<file path="src/rtl/booth2_seq_mult_if.sv">
`default_nettype none
// ============================================================================
//  Module   : booth2_seq_mult_if
//  Purpose  : Operand/result handshake bundle for the radix-4 Booth
//             sequential multiplier. The "slave" modport is the multiplier's
//             view; the "master" modport is the producer/consumer side.
//  Revision : 1.0 - initial release
// ============================================================================
interface booth2_seq_mult_if #(
    parameter int WIDTH = 8
);
    logic                 in_valid;
    logic                 in_ready;
    logic [WIDTH-1:0]     a;
    logic [WIDTH-1:0]     b;
    logic                 out_valid;
    logic                 out_ready;
    logic [2*WIDTH-1:0]   product;
    logic                 busy;
    logic [WIDTH+1:0]     pp_dbg;

    modport slave (
        input  in_valid, a, b, out_ready,
        output in_ready, out_valid, product, busy, pp_dbg
    );

    modport master (
        output in_valid, a, b, out_ready,
        input  in_ready, out_valid, product, busy, pp_dbg
    );
endinterface
`default_nettype wire

</file>
<file path="src/rtl/booth2_seq_mult.sv">
`default_nettype none
// ============================================================================
//  Module   : booth2_seq_mult
//  Purpose  : Sequential radix-4 Booth signed multiplier. One Booth group of
//             B is decoded and accumulated per cycle; the product is exact
//             for all two's-complement operand pairs.
//  Revision : 1.0 - initial release
// ============================================================================
module booth2_seq_mult #(
    parameter int WIDTH = 8
) (
    input  wire logic              clk,
    input  wire logic              rst,
    booth2_seq_mult_if.slave       bus
);

    localparam int c_STEPS = WIDTH / 2;
    localparam int c_PPW   = WIDTH + 2;
    localparam int c_PW    = 2 * WIDTH;
    localparam int c_SW    = (c_STEPS > 1) ? $clog2(c_STEPS) : 1;
    localparam logic [c_SW-1:0] c_LAST = c_SW'(c_STEPS - 1);

    typedef enum logic [1:0] {
        S_IDLE = 2'd0,
        S_CALC = 2'd1,
        S_DONE = 2'd2
    } state_t;

    state_t              r_state;
    logic                r_in_ready;
    logic                r_out_valid;
    logic                r_busy;
    logic [c_PW-1:0]     r_product;
    logic [c_PPW-1:0]    r_pp_dbg;
    logic [c_SW-1:0]     r_step;
    logic [c_PW-1:0]     r_acc;
    logic [WIDTH:0]      r_pos_a;   // +A, one guard bit
    logic [WIDTH:0]      r_neg_a;   // -A, one guard bit so -(-2^(W-1)) fits
    logic [WIDTH-2:0]    r_bhi;     // not-yet-decoded bits of B, b[2i+1] at LSB
    logic [c_PPW-1:0]    r_pp;      // partial product for the current step

    logic [WIDTH:0]      w_a_ext;
    logic [WIDTH:0]      w_neg_a;
    logic [c_PW-1:0]     w_pp_sext;
    logic [c_PW-1:0]     w_acc_next;
    logic [c_SW:0]       w_shamt;

    // Booth digit select: {0, +-A, +-2A}, sign-extended to WIDTH+2 bits.
    function automatic logic [c_PPW-1:0] booth_pp(
        input logic [2:0]     grp,
        input logic [WIDTH:0] pa,
        input logic [WIDTH:0] na
    );
        logic [c_PPW-1:0] pp;
        case (grp)
            3'b001, 3'b010: pp = {pa[WIDTH], pa};
            3'b011:         pp = {pa, 1'b0};
            3'b100:         pp = {na, 1'b0};
            3'b101, 3'b110: pp = {na[WIDTH], na};
            default:        pp = '0;
        endcase
        return pp;
    endfunction

    // Debug view of a partial product: sign bit inverted, as the decoders emit.
    function automatic logic [c_PPW-1:0] dbg_view(input logic [c_PPW-1:0] pp);
        return {~pp[c_PPW-1], pp[c_PPW-2:0]};
    endfunction

    // Operand extension and the current step's shifted accumulation.
    always_comb begin
        w_a_ext    = {bus.a[WIDTH-1], bus.a};
        w_neg_a    = -w_a_ext;
        w_pp_sext  = {{(c_PW-c_PPW){r_pp[c_PPW-1]}}, r_pp};
        w_shamt    = {r_step, 1'b0};
        w_acc_next = r_acc + (w_pp_sext << w_shamt);
    end

    // Control FSM, datapath registers and registered outputs.
    always_ff @(posedge clk) begin
        if (rst) begin
            r_state     <= S_IDLE;
            r_in_ready  <= 1'b1;
            r_out_valid <= 1'b0;
            r_busy      <= 1'b0;
            r_product   <= '0;
            r_pp_dbg    <= '0;
            r_step      <= '0;
            r_acc       <= '0;
            r_pos_a     <= '0;
            r_neg_a     <= '0;
            r_bhi       <= '0;
            r_pp        <= '0;
        end else begin
            case (r_state)
                S_IDLE: begin
                    if (bus.in_valid && r_in_ready) begin
                        r_state    <= S_CALC;
                        r_in_ready <= 1'b0;
                        r_busy     <= 1'b1;
                        r_pos_a    <= w_a_ext;
                        r_neg_a    <= w_neg_a;
                        r_bhi      <= bus.b[WIDTH-1:1];
                        r_acc      <= '0;
                        r_step     <= '0;
                        // Group 0 is {b1, b0, 0}: decoded straight from the inputs.
                        r_pp       <= booth_pp({bus.b[1:0], 1'b0}, w_a_ext, w_neg_a);
                        r_pp_dbg   <= dbg_view(booth_pp({bus.b[1:0], 1'b0}, w_a_ext, w_neg_a));
                    end
                end
                S_CALC: begin
                    r_acc <= w_acc_next;
                    if (r_step == c_LAST) begin
                        r_state     <= S_DONE;
                        r_product   <= w_acc_next;
                        r_out_valid <= 1'b1;
                        r_pp_dbg    <= '0;
                    end else begin
                        // Pre-decode the next group so pp_dbg tracks each CALC cycle.
                        r_step   <= r_step + 1'b1;
                        r_bhi    <= r_bhi >> 2;
                        r_pp     <= booth_pp(r_bhi[2:0], r_pos_a, r_neg_a);
                        r_pp_dbg <= dbg_view(booth_pp(r_bhi[2:0], r_pos_a, r_neg_a));
                    end
                end
                S_DONE: begin
                    if (bus.out_ready) begin
                        r_state     <= S_IDLE;
                        r_out_valid <= 1'b0;
                        r_in_ready  <= 1'b1;
                        r_busy      <= 1'b0;
                    end
                end
                default: begin
                    r_state     <= S_IDLE;
                    r_in_ready  <= 1'b1;
                    r_out_valid <= 1'b0;
                    r_busy      <= 1'b0;
                    r_pp_dbg    <= '0;
                end
            endcase
        end
    end

    assign bus.in_ready  = r_in_ready;
    assign bus.out_valid = r_out_valid;
    assign bus.product   = r_product;
    assign bus.busy      = r_busy;
    assign bus.pp_dbg    = r_pp_dbg;

endmodule
`default_nettype wire
</file>
<file path="src/flat_wrapper.sv">
// flat-port wrapper written by rule: the top's interface ports become plain ports
module booth2_seq_mult_flat 
#(
    parameter int WIDTH = 8
)
  (clk, rst, bus_in_valid, bus_a, bus_b, bus_out_ready, bus_in_ready, bus_out_valid, bus_product, bus_busy, bus_pp_dbg);
  booth2_seq_mult_if #(.WIDTH(WIDTH)) bus_i ();
  input  wire logic clk;
  input  wire logic rst;
  input wire logic [$bits(bus_i.in_valid)-1:0] bus_in_valid;
  input wire logic [$bits(bus_i.a)-1:0] bus_a;
  input wire logic [$bits(bus_i.b)-1:0] bus_b;
  input wire logic [$bits(bus_i.out_ready)-1:0] bus_out_ready;
  output wire logic [$bits(bus_i.in_ready)-1:0] bus_in_ready;
  output wire logic [$bits(bus_i.out_valid)-1:0] bus_out_valid;
  output wire logic [$bits(bus_i.product)-1:0] bus_product;
  output wire logic [$bits(bus_i.busy)-1:0] bus_busy;
  output wire logic [$bits(bus_i.pp_dbg)-1:0] bus_pp_dbg;
  assign bus_i.in_valid = bus_in_valid;
  assign bus_i.a = bus_a;
  assign bus_i.b = bus_b;
  assign bus_i.out_ready = bus_out_ready;
  assign bus_in_ready = bus_i.in_ready;
  assign bus_out_valid = bus_i.out_valid;
  assign bus_product = bus_i.product;
  assign bus_busy = bus_i.busy;
  assign bus_pp_dbg = bus_i.pp_dbg;
  booth2_seq_mult #(.WIDTH(WIDTH)) u_core (.clk(clk), .rst(rst), .bus(bus_i));
endmodule
</file>
<file path="config.mk">
export PLATFORM = sky130hd
export DESIGN_NAME = booth2_seq_mult_flat
export DESIGN_NICKNAME = d
export VERILOG_FILES = /design/src/rtl/booth2_seq_mult_if.sv /design/src/rtl/booth2_seq_mult.sv /design/src/flat_wrapper.sv
export SDC_FILE = /design/constraint.sdc
export NUM_CORES = 1
export LEC_CHECK = 0
export ABC_AREA = 1
export BUFFER_PORTS_ARGS = -buffer_cell sky130_fd_sc_hd__buf_2
export CAP_MARGIN = 30
export CORE_ASPECT_RATIO = 1.2
export CORE_MARGIN = 2
export CORE_UTILIZATION = 60
export CTS_CLUSTER_SIZE = 16
export DETAILED_ROUTE_END_ITERATION = 8
export PLACE_DENSITY = 0.88
export SYNTH_ARGS = -nofsm -noshare
export SYNTH_HDL_FRONTEND = slang
export SYNTH_SLANG_ARGS = --single-unit
</file>
<file path="constraint.sdc">
create_clock -name clk -period 2.5 [get_ports clk]
set_input_delay 0.5 -clock clk [delete_from_list [all_inputs] [get_ports clk]]
set_output_delay 0.5 -clock clk [all_outputs]
set_load 0.1 [all_outputs]
</file>
==> reports/qor.csv <==
metric,value,unit
worst_path_dominant_cell_family,simple AND/OR/NAND/NOR gates,
post_synth_fa_ha_maj_area_fraction,0.0480,
io_buffers,48,
chipWidth,86.1,microns
floorplan.rows,35,
maxCapViolCount,0,
mostFrequentLayoutCell,sky130_fd_sc_hd__nand2_1,
netlist-cell-type-count,40,
path_common_cell,sky130_fd_sc_hd__nand2_1,
p_leak,2.72,nW
synth-async-reset-ratio,0,
clk_pin_slew,100,ps
ctsRootBufferMaster,sky130_fd_sc_hd__clkbuf_8,
critical_path.max_stage_delay,410,ps
headroom_to_the_max_slew_limit,0.577,
syn_to_final_growth,10.6,%
setup_viol,0,
edff_count_synth,0,
commonest_non_fill_non_tap_cells_in_the_layout,"257 x sky130_fd_sc_hd__nand2_1, 89 x sky130_fd_sc_hd__inv_1, 81 x sky130_fd_sc_hd__dfxtp_1, 69 x sky130_fd_sc_hd__a21oi_1, 54 x sky130_fd_sc_hd__nand3_1",
critical_path_buf_inv_count,2,
global_route_wire_length_before_repair,21800,microns
first_pass_drt_iterations,5,
grt_start_max_net_pins,49,
n_fill_cell,668,
grt_overflow,0,
route.detailed.wl_per_inst,14.6,microns
synth-main-ff-cell,sky130_fd_sc_hd__dfxtp_1,
timing.clock.skew,14.6,ps
run_status,finished clean,
synthCells,740,
worstPathMaxFanout,7,
total_vias_in_the_final_route,5078,
crit_type,flip-flop to flip-flop,
numCtsBuffers,9,
total_negative_slack_for_setup_checks,0,ps
insertedDiodeCount,0,
synth_top_family_by_area,simple AND/OR/NAND/NOR gates,
synth-xor-area-share,0.0126,
arrival,2620,ps
drc,0,
design.core.area,0.00775,sq mm
worstPathRequired,2800,ps
htree_num_levels,3,
totalWireLength,12900,microns
critPathLaunchType,flip-flop,
holdBufCountCts,0,
clk-insertion-delay-late,380,ps
post-route-period-util,0.927,
sequential_share_of_the_synthesized_area,0.338,
design_power_total,3.48,mW
hold_violations,0,
yosys.area_share.simple,0.333,
tightestPinTransition,634,ps
yosys_register_bits,82,
final_net_count,823,
boundaryPins,49,
post_synth_mux_area_share,0.0206,
dp_slack,41.6,ps
design.die.area,0.00882,sq mm
irDropWorstVdd,492,uV
antenna_violations_before_repair,0,
drt_iter0_drc,317,
synthesized_area_fraction_occupied_by_ao_oa_aoi_and_oai_cells,0.146,
maxSlewViolCount,0,
die_y,102,microns
max_freq,0.432,GHz
floorplan.initialDensity,0.626,
clkSinkCount,82,
post-dp-hpwl,9390,microns
synthesis.area_per_instance,6.55,sq um
max-clock-path-buffers,2,
synth_area,0.00485,sq mm
fraction_of_final_layout_cells_with_drive_strength_greater_than_1,0.124,
grt_pass1_vias,5035,
tritoncts,built,
fin_ws,183,ps
yosysWarningCount,0,
synthesis.nets,778,
holdCritPathClass,input pin to flip-flop,
grt_usage,0.309,
finish.cell_count_without_fillers,882,
critPathCaptureType,flip-flop,
grt_setup_unrepaired,false,
post-place-cells,865,
avgViaCountPerCell,5.76,
power_per_cell_area,650,mW/mm^2
hold_slack,374,ps
place_congestion,1.04,
final.min_clock_period,2320,ps
cp_slowest_cell,sky130_fd_sc_hd__dfxtp_4,
crit_chain,"inv_1, nand2_1, inv_1, a21oi_1, mux2i_1, ha_1, nand2_1, nor2_2, nand3_1, nand3_1, nand2_1, nand2_1, nand2_1, a21oi_1",
drtAntennaViolNets,0,
## final timing paths
check | from | to | slack (ps) | cells past startpoint
max | u_core.r_step[0] | u_core.r_acc[10] | 180 | 14
min | bus_b[6] | u_core.r_bhi[5] | 370 | 3
max reg2reg | u_core.r_step[0] | u_core.r_acc[10] | 180 | 14
min reg2reg | u_core.bus.out_valid | u_core.bus.out_valid | 460 | 2
## tightest hold or removal path, delay by kind of cell
kind / cells / cell delay, ps
compound gates: 1 / 60
simple gates: 1 / 50
buf+inv: 1 / 100
## report_power, final
part           internal, mW  switching [mW]
clock                 0.392           0.586
combinational         0.281           0.715
sequential             1.41          0.0956
## layout make-up
cell class,instances,area (sq um),area share
Clock buffer,9,124,0.0231
Clock inverter,7,67.6,0.0126
Inverter,94,360,0.0672
Multi-Input combinational cell,540,2730,0.510
Sequential cell,82,1650,0.307
Tap cell,92,115,0.0215
Timing Repair Buffer,58,315,0.0588
## registers in the layout, indices dropped and copies added (netlist names)
name / count
u_core.r_pos_a: 7
u_core.r_pp: 10
u_core.r_neg_a: 9
u_core.bus.product: 16
u_core.bus.pp_dbg: 10
u_core.r_acc: 16
u_core.bus.out_valid: 1
u_core.bus.in_ready: 1
u_core.r_step: 2
u_core.r_state: 2
u_core.r_bhi: 7
u_core.bus.busy: 1
## per-layer routing
| layer | vias to the layer above | global-route usage | share of wire |
|---|---|---|---|
| met1 | 2308 | 0.328 | 0.39 |
| met5 | - | 0 | 0 |
| li1 | 2493 | - | - |
| met4 | 0 | 0.230 | 0.057 |
| met2 | 211 | 0.548 | 0.50 |
| met3 | 66 | 0.0525 | 0.053 |
## Yosys cell counts (2+ instances only)
master	instances	area [sq um]
sky130_fd_sc_hd__a21o_1	2	15.0
sky130_fd_sc_hd__a21oi_1	69	345
sky130_fd_sc_hd__a31oi_1	5	31.3
sky130_fd_sc_hd__and2_1	2	12.5
sky130_fd_sc_hd__buf_2	8	40.0
sky130_fd_sc_hd__buf_4	4	30.0
sky130_fd_sc_hd__buf_6	2	22.5
sky130_fd_sc_hd__clkbuf_1	9	33.8
sky130_fd_sc_hd__dfxtp_1	82	1640
sky130_fd_sc_hd__ha_1	17	213
sky130_fd_sc_hd__inv_1	89	334
sky130_fd_sc_hd__inv_2	3	11.3
sky130_fd_sc_hd__mux2i_1	10	100
sky130_fd_sc_hd__nand2_1	257	965
sky130_fd_sc_hd__nand2_2	2	12.5
sky130_fd_sc_hd__nand2_4	3	33.8
sky130_fd_sc_hd__nand3_1	55	275
sky130_fd_sc_hd__nand4_1	18	113
sky130_fd_sc_hd__nor2_1	28	105
sky130_fd_sc_hd__nor2_2	2	12.5
sky130_fd_sc_hd__nor2_4	2	22.5
sky130_fd_sc_hd__nor2_8	2	40.0
sky130_fd_sc_hd__nor3_1	2	10.0
sky130_fd_sc_hd__o211ai_1	6	45.0
sky130_fd_sc_hd__o21a_1	5	37.5
sky130_fd_sc_hd__o21ai_0	35	175
sky130_fd_sc_hd__o21bai_1	3	22.5
sky130_fd_sc_hd__xnor2_1	2	17.5
sky130_fd_sc_hd__xor2_1	5	43.8
## logic make-up (layout without fill, tap and decap cells)
logic type / Yosys count / count (layout)
flops: 82 / 82
fa+ha+maj: 18 / 18
mux: 10 / 10
xor+xnor: 7 / 7
compound gates: 130 / 130
simple gates: 375 / 375
buf+inv: 118 / 168
## repair_timing
item	in CTS	in global routing
buffers inserted	0	1
gates resized for setup	0	7
endpoints found under the setup margin	0	22
## stage by stage
step,area [sq um],utilization
floorplan,4850,-
global placement,5140,0.663
detailed placement,5140,0.663
CTS,5330,0.688
global route,5360,0.692
finish,5360,0.692
Power figures use the tool's default switching activity.
